**config.mk**
```make
export PLATFORM = sky130hd
export DESIGN_NAME = host_feedback_tx
export DESIGN_NICKNAME = d
export VERILOG_FILES = /design/src/rtl/feedback_pkg.sv /design/src/rtl/feedback_serializer.sv /design/src/rtl/host_feedback_tx.sv
export SDC_FILE = /design/constraint.sdc
export NUM_CORES = 1
export LEC_CHECK = 0
export ABC_AREA = 0
export CORE_MARGIN = 10
export CORE_UTILIZATION = 55
export DETAILED_ROUTE_END_ITERATION = 7
export DONT_BUFFER_PORTS = 1
export PLACE_DENSITY = 0.7
export SLEW_MARGIN = 0
export SYNTH_ARGS = -nofsm -noshare
export SYNTH_HDL_FRONTEND = slang
export SYNTH_SLANG_ARGS = --single-unit
```
**constraint.sdc**
```tcl
create_clock -name clk -period 2.8 [get_ports clk]
set_input_delay 0.56 -clock clk [delete_from_list [all_inputs] [get_ports clk]]
set_output_delay 0.56 -clock clk [all_outputs]
set_load 0.01 [all_outputs]
```
**src/rtl/feedback_pkg.sv**
```systemverilog
// rtl/feedback_pkg.sv - frame constants, state/event types and frame byte mux for host_feedback_tx
// FEEDBACK_CHKSUM_EN selects the 5-byte frame with a trailing XOR checksum.
package feedback_pkg;

    localparam logic [7:0] FB_SOF = 8'h7E;
`ifdef FEEDBACK_CHKSUM_EN
    localparam int FRAME_LEN = 5;
`else
    localparam int FRAME_LEN = 4;
`endif

    typedef enum logic [1:0] {IDLE, START, DATA, STOP} tx_state_t;

    typedef struct packed {
        logic [7:0] letter;
        logic       gameEnd;
        logic       mistake;
        logic [2:0] correct;
        logic [2:0] incorrect;
        logic [4:0] indexCorrect;
    } fb_evt_t;

    function automatic logic [7:0] fb_status(input fb_evt_t e);
        return {e.gameEnd, e.mistake, e.correct, e.incorrect};
    endfunction

    function automatic logic [7:0] fb_byte(input fb_evt_t e, input logic [2:0] idx);
        logic [7:0] b;
        case (idx)
            3'd0:    b = FB_SOF;
            3'd1:    b = e.letter;
            3'd2:    b = fb_status(e);
            3'd3:    b = {3'b000, e.indexCorrect};
`ifdef FEEDBACK_CHKSUM_EN
            3'd4:    b = e.letter ^ fb_status(e) ^ {3'b000, e.indexCorrect};
`endif
            default: b = FB_SOF;
        endcase
        return b;
    endfunction

endpackage

```
**src/rtl/feedback_serializer.sv**
```systemverilog
// rtl/feedback_serializer.sv - 8N1 LSB-first byte serializer with baud and bit counters
// A load in the last stop-bit cycle chains the next byte with no idle gap.
module feedback_serializer
    import feedback_pkg::*;
#(
    parameter int CLKS_PER_BIT = 1250
) (
    input  logic       clk,
    input  logic       nRst,
    input  logic [7:0] byte_in,
    input  logic       load,
    output logic       bit_done,
    output logic       byte_done,
    output logic       busy,
    output logic       tx_serial
);

    localparam int             BW       = $clog2(CLKS_PER_BIT);
    localparam logic [BW-1:0]  BAUD_MAX = BW'(CLKS_PER_BIT - 1);

    tx_state_t     state_q;
    logic [BW-1:0] baud_q;
    logic [2:0]    bit_q;
    logic [7:0]    shift_q;
    logic          tx_q;

    // bit_done strobes every bit boundary; byte_done marks the stop bit as the bit in flight.
    assign bit_done  = (state_q != IDLE) && (baud_q == BAUD_MAX);
    assign byte_done = (state_q == STOP);
    assign busy      = (state_q != IDLE);
    assign tx_serial = tx_q;

    always_ff @(posedge clk or negedge nRst) begin
        if (!nRst) begin
            state_q <= IDLE;
            baud_q  <= '0;
            bit_q   <= '0;
            shift_q <= '0;
            tx_q    <= 1'b1;
        end else if (load && (state_q == IDLE || (bit_done && byte_done))) begin
            state_q <= START;
            baud_q  <= '0;
            bit_q   <= '0;
            shift_q <= byte_in;
            tx_q    <= 1'b0;
        end else if (state_q != IDLE) begin
            if (!bit_done) begin
                baud_q <= baud_q + 1'b1;
            end else begin
                baud_q <= '0;
                case (state_q)
                    START: begin
                        state_q <= DATA;
                        tx_q    <= shift_q[0];
                    end
                    DATA: begin
                        if (bit_q == 3'd7) begin
                            state_q <= STOP;
                            tx_q    <= 1'b1;
                        end else begin
                            bit_q   <= bit_q + 3'd1;
                            shift_q <= {1'b0, shift_q[7:1]};
                            tx_q    <= shift_q[1];
                        end
                    end
                    default: begin
                        state_q <= IDLE;
                        tx_q    <= 1'b1;
                    end
                endcase
            end
        end
    end

endmodule

```
**src/rtl/host_feedback_tx.sv**
```systemverilog
// rtl/host_feedback_tx.sv - game result UART framer with one-entry pending slot
// Frame is SOF, letter, status, index (+ XOR checksum when FEEDBACK_CHKSUM_EN is defined).
module host_feedback_tx
    import feedback_pkg::*;
#(
    parameter int CLKS_PER_BIT = 1250
) (
    input  logic       clk,
    input  logic       nRst,
    input  logic       evt_valid,
    input  logic [7:0] letter,
    input  logic       mistake,
    input  logic [2:0] correct,
    input  logic [2:0] incorrect,
    input  logic [4:0] indexCorrect,
    input  logic       gameEnd,
    output logic       tx_serial,
    output logic       busy,
    output logic       frame_done,
    output logic       drop
);

    fb_evt_t    evt_in, active_q, active_d, pend_q, pend_d;
    logic       pend_full_q, pend_full_d;
    logic       drop_q, drop_d;
    logic [2:0] byte_idx_q, byte_idx_d;
    logic       bit_done, byte_done, ser_busy;
    logic       byte_end, last_byte, start_frame, load;
    logic [7:0] byte_in;

    assign evt_in      = {letter, gameEnd, mistake, correct, incorrect, indexCorrect};
    assign byte_end    = bit_done && byte_done;
    assign last_byte   = (byte_idx_q == 3'(FRAME_LEN - 1));
    assign frame_done  = byte_end && last_byte;
    assign start_frame = (!ser_busy || frame_done) && (evt_valid || pend_full_q);
    assign load        = start_frame || (byte_end && !last_byte);
    // SOF is constant, so the first byte can launch before the snapshot lands in active_q.
    assign byte_in     = start_frame ? FB_SOF : fb_byte(active_q, byte_idx_q + 3'd1);
    assign busy        = ser_busy;
    assign drop        = drop_q;

    always_comb begin
        active_d    = active_q;
        pend_d      = pend_q;
        pend_full_d = pend_full_q;
        byte_idx_d  = byte_idx_q;
        drop_d      = 1'b0;
        if (start_frame) begin
            byte_idx_d = '0;
            if (pend_full_q) begin
                active_d    = pend_q;
                pend_full_d = evt_valid;
                if (evt_valid) pend_d = evt_in;
            end else begin
                active_d = evt_in;
            end
        end else begin
            if (byte_end && !last_byte) byte_idx_d = byte_idx_q + 3'd1;
            if (evt_valid) begin
                pend_d      = evt_in;
                pend_full_d = 1'b1;
                drop_d      = pend_full_q;
            end
        end
    end

    always_ff @(posedge clk or negedge nRst) begin
        if (!nRst) begin
            active_q    <= '0;
            pend_q      <= '0;
            pend_full_q <= 1'b0;
            byte_idx_q  <= '0;
            drop_q      <= 1'b0;
        end else begin
            active_q    <= active_d;
            pend_q      <= pend_d;
            pend_full_q <= pend_full_d;
            byte_idx_q  <= byte_idx_d;
            drop_q      <= drop_d;
        end
    end

    feedback_serializer #(
        .CLKS_PER_BIT(CLKS_PER_BIT)
    ) u_ser (
        .clk      (clk),
        .nRst     (nRst),
        .byte_in  (byte_in),
        .load     (load),
        .bit_done (bit_done),
        .byte_done(byte_done),
        .busy     (ser_busy),
        .tx_serial(tx_serial)
    );

endmodule

```
==> impl_metrics.ini <==
[outcome]
status = finished, final reports clean

[global_routing]
grt_pass1_wl_um = 12100
grt_overflow = 0
antenna_found_initial = 0
first_global_vias = 2461
grt_usage_pct = 14.8
grt_max_degree = 72

[power_and_ir_drop]
peakVddDrop_mv = 0.437
total_power_mw = 2.16
seqPwrFrac_pct = 50.1
power.density_mw_per_mm2 = 556
p_clk_share_pct = 46.1
swShare_pct = 21.2
switchingPower_mw = 0.459
p_leak_nw = 1.87
combPwrFrac_pct = 3.8
internal_power_mw = 1.71

[layout]
utilization_pct = 61.7
register_area_mm2 = 0.00180
synthToLayoutAreaGrowth_pct = 9.89
fillCellCount = 537
drive_gt1_share_pct = 15.8
fin_area_mm2 = 0.00389
finalNetCount = 373
antenna_cells = 0
finalNonFillerCells = 418
multi_input_comb_area_mm2 = 0.00166

[cts]
cts_max_path_buffers = 2
clock-root-buffer = clkbuf_8
post_cts.repair.setup_buffers = 0
path_clk_slew_ns = 0.08
clkLatencyLatePin_ns = 0.34
cts_sinks = 72
cts_buffers = 9
cts_tree = built
htree_levels = 3

[route]
wl_per_cell_um = 16.7
vias = 2436
dr_wl_met3_um = 335
dr.pass1.iters = 7
wirelength_um = 6990
vias_per_cell = 5.83
drt_iter0_markers = 147
met2WireLength_um = 3460
drc = 0
postRouteAntennaNets = 0
highest_layer = met4
wl_met1_um = 3140

[place]
preCtsSetupSlack_ns = 0.114
dp_hpwl_um = 4700
portBuffers = 0
finalWeightedCongestion = 0.804
placed_area_mm2 = 0.00361
dp_cells = 401

[sta]
rsz0062_at_grt = true
period_needed_ns = 2.73
worstMarginPinSlew_ns = 0.767
whs_ns = 0.0535
fmax_mhz = 366
hold_viol_final = 0
finalSetupViolations = 0
maxSlewViolCount = 0
fin_worst_skew_ns = 0.00531
setup_slack_ns = 0.0683
finalCritPeriodShare_pct = 97.6
slew-limit-headroom_pct = 48.1
tns_ns = 0

[yosys]
syn_avg_cell_area_um2 = 10.5
syn_inst = 336
syn_nets = 373
ys_types = 49
yosysTopAreaCellShare_pct = 50.1
syn_area_mm2 = 0.00354
synth_edf_count = 0
ys_warn_count = 0
yosysMostFrequentCell = dfrtp_1
synth-seq-cells = 72
async_reset_ff_share_pct = 100
ys_top_cells_by_area = dfrtp_1 50%, mux2_2 6.4%, mux2i_1 6.2%
yosys_most_used_dff = dfrtp_1
synthTopCellsByCount = 71 x dfrtp_1, 41 x nand2_1, 33 x o21ai_0, 22 x mux2i_1, 22 x nor2_1
synth_top_area_cell = dfrtp_1
seq_area_frac_synth_pct = 50.9

[floorplan]
ios = 28
die_area_mm2 = 0.0101
num_rows = 29
core-area_mm2 = 0.00631
initial_core_util_pct = 56.1
die_y_um = 100
dieWidth_um = 100

[job]
drv_cap = 0

[setup_path]
worst-setup-path-type = reg -> out
crit_arrival_ns = 2.17
cp-end-kind = output port
path_max_fanout = 9
cp.required_ns = 2.24
critPathLaunchType = flip-flop

[hold_path]
min_path_type = in -> async
==> final timing paths <==
| kind | start | endpoint | cells after the start | slack (ns) |
|---|---|---|---|---|
| worst max-delay path | u_ser.state_q[0] | frame_done | 5 | 0.07 |
| worst min-delay path | nRst | u_ser.tx_serial | 0 | 0.05 |
| worst max register to register | u_ser.state_q[0] | u_ser.tx_serial | 7 | 0.16 |
| worst min register to register | active_q[1] | active_q[1] | 2 | 0.48 |
| max in group asynchronous | nRst | pend_q[17] | 1 | 2.41 |
| min in group clk | letter[2] | pend_q[15] | 1 | 0.35 |
==> power by group through the flow <==
stage / Combinational (mW) / Clock [mW] / Sequential [mW]
detailed placement: 0.0602 / 0 / 1.11
finish: 0.0821 / 0.997 / 1.08
global route: 0.0939 / 1.05 / 1.09
floorplan: 0.0527 / 0 / 1.10
CTS: 0.0850 / 1.02 / 1.08
global placement: 0.0578 / 0 / 1.10
==> layer usage <==
| layer | vias to the layer above | track usage, % |
|---|---|---|
| met3 | 4 | 5.29 |
| met4 | 0 | 5.22 |
| li1 | 1191 | - |
| met1 | 1210 | 17.9 |
| met5 | - | 0 |
| met2 | 31 | 23.9 |
==> state kept, by name, summed over array words and instances, names as in the netlist <==
signal / count
active_q: 21
pend_full_q: 1
u_ser.tx_serial: 1
byte_idx_q: 3
u_ser.baud_q: 11
drop: 1
u_ser.state_q: 2
u_ser.bit_q: 3
pend_q: 21
u_ser.shift_q: 8
==> logic make-up (layout without fill, tap and decap cells) <==
group | count (synthesis) | in the layout | synth area share (%)
XOR/XNOR | 6 | 6 | 1.48
buffers and inverters | 26 | 31 | 2.90
AND/OR/NAND/NOR | 95 | 95 | 13.1
adder cells (fa/ha/maj) | 13 | 13 | 4.59
flip-flops | 72 | 72 | 50.9
multiplexers | 45 | 45 | 13.6
AO/OA/AOI/OAI | 79 | 79 | 13.4
==> critical path, stage by stage (launching register included) <==
cell and delay, ns:
dfrtp_1 0.41, inv_1 0.09, ha_1 0.31, nand4bb_1 0.38, nor4_2 0.44, buf_4 0.20
==> layout by cell type, fill, tap and decap left out, types with 2 or more instances in the layout <==
master | Yosys | routed
a222oi_1 | 5 | 5
buf_4 | 0 | 4
xor2_1 | 5 | 5
dfrtp_1 | 71 | 71
bufinv_16 | 0 | 3
ha_1 | 13 | 13
or3_1 | 4 | 4
mux2_1 | 2 | 2
inv_1 | 10 | 10
nand2_2 | 2 | 2
o21ai_1 | 6 | 6
nor2b_1 | 3 | 3
a21oi_1 | 19 | 18
nand2_1 | 41 | 41
mux2i_1 | 22 | 22
nand4_1 | 3 | 3
a31oi_1 | 2 | 2
mux2_2 | 20 | 20
a221oi_1 | 2 | 2
a21boi_0 | 2 | 2
clkbuf_8 | 0 | 9
and3_1 | 2 | 2
nor2_1 | 22 | 22
clkinv_4 | 0 | 2
nand3_1 | 5 | 5
a22oi_1 | 2 | 2
nand2b_1 | 2 | 2
o21ai_0 | 33 | 33
==> area by class of cell <==
type / count / area share, %
inverter: 10 / 0.964
multi-input combinational: 238 / 42.5
clock buffer: 9 / 3.18
tap: 77 / 2.47
timing repair buffer: 5 / 1.48
clock inverter: 7 / 3.08
sequential: 72 / 46.3
==> timing repair <==
item	CTS	global route
setup endpoints to repair	0	22
hold endpoints to repair	71	0
resized for setup	0	1
hold buffers	1	0
(Power assumes the default switching activity.)
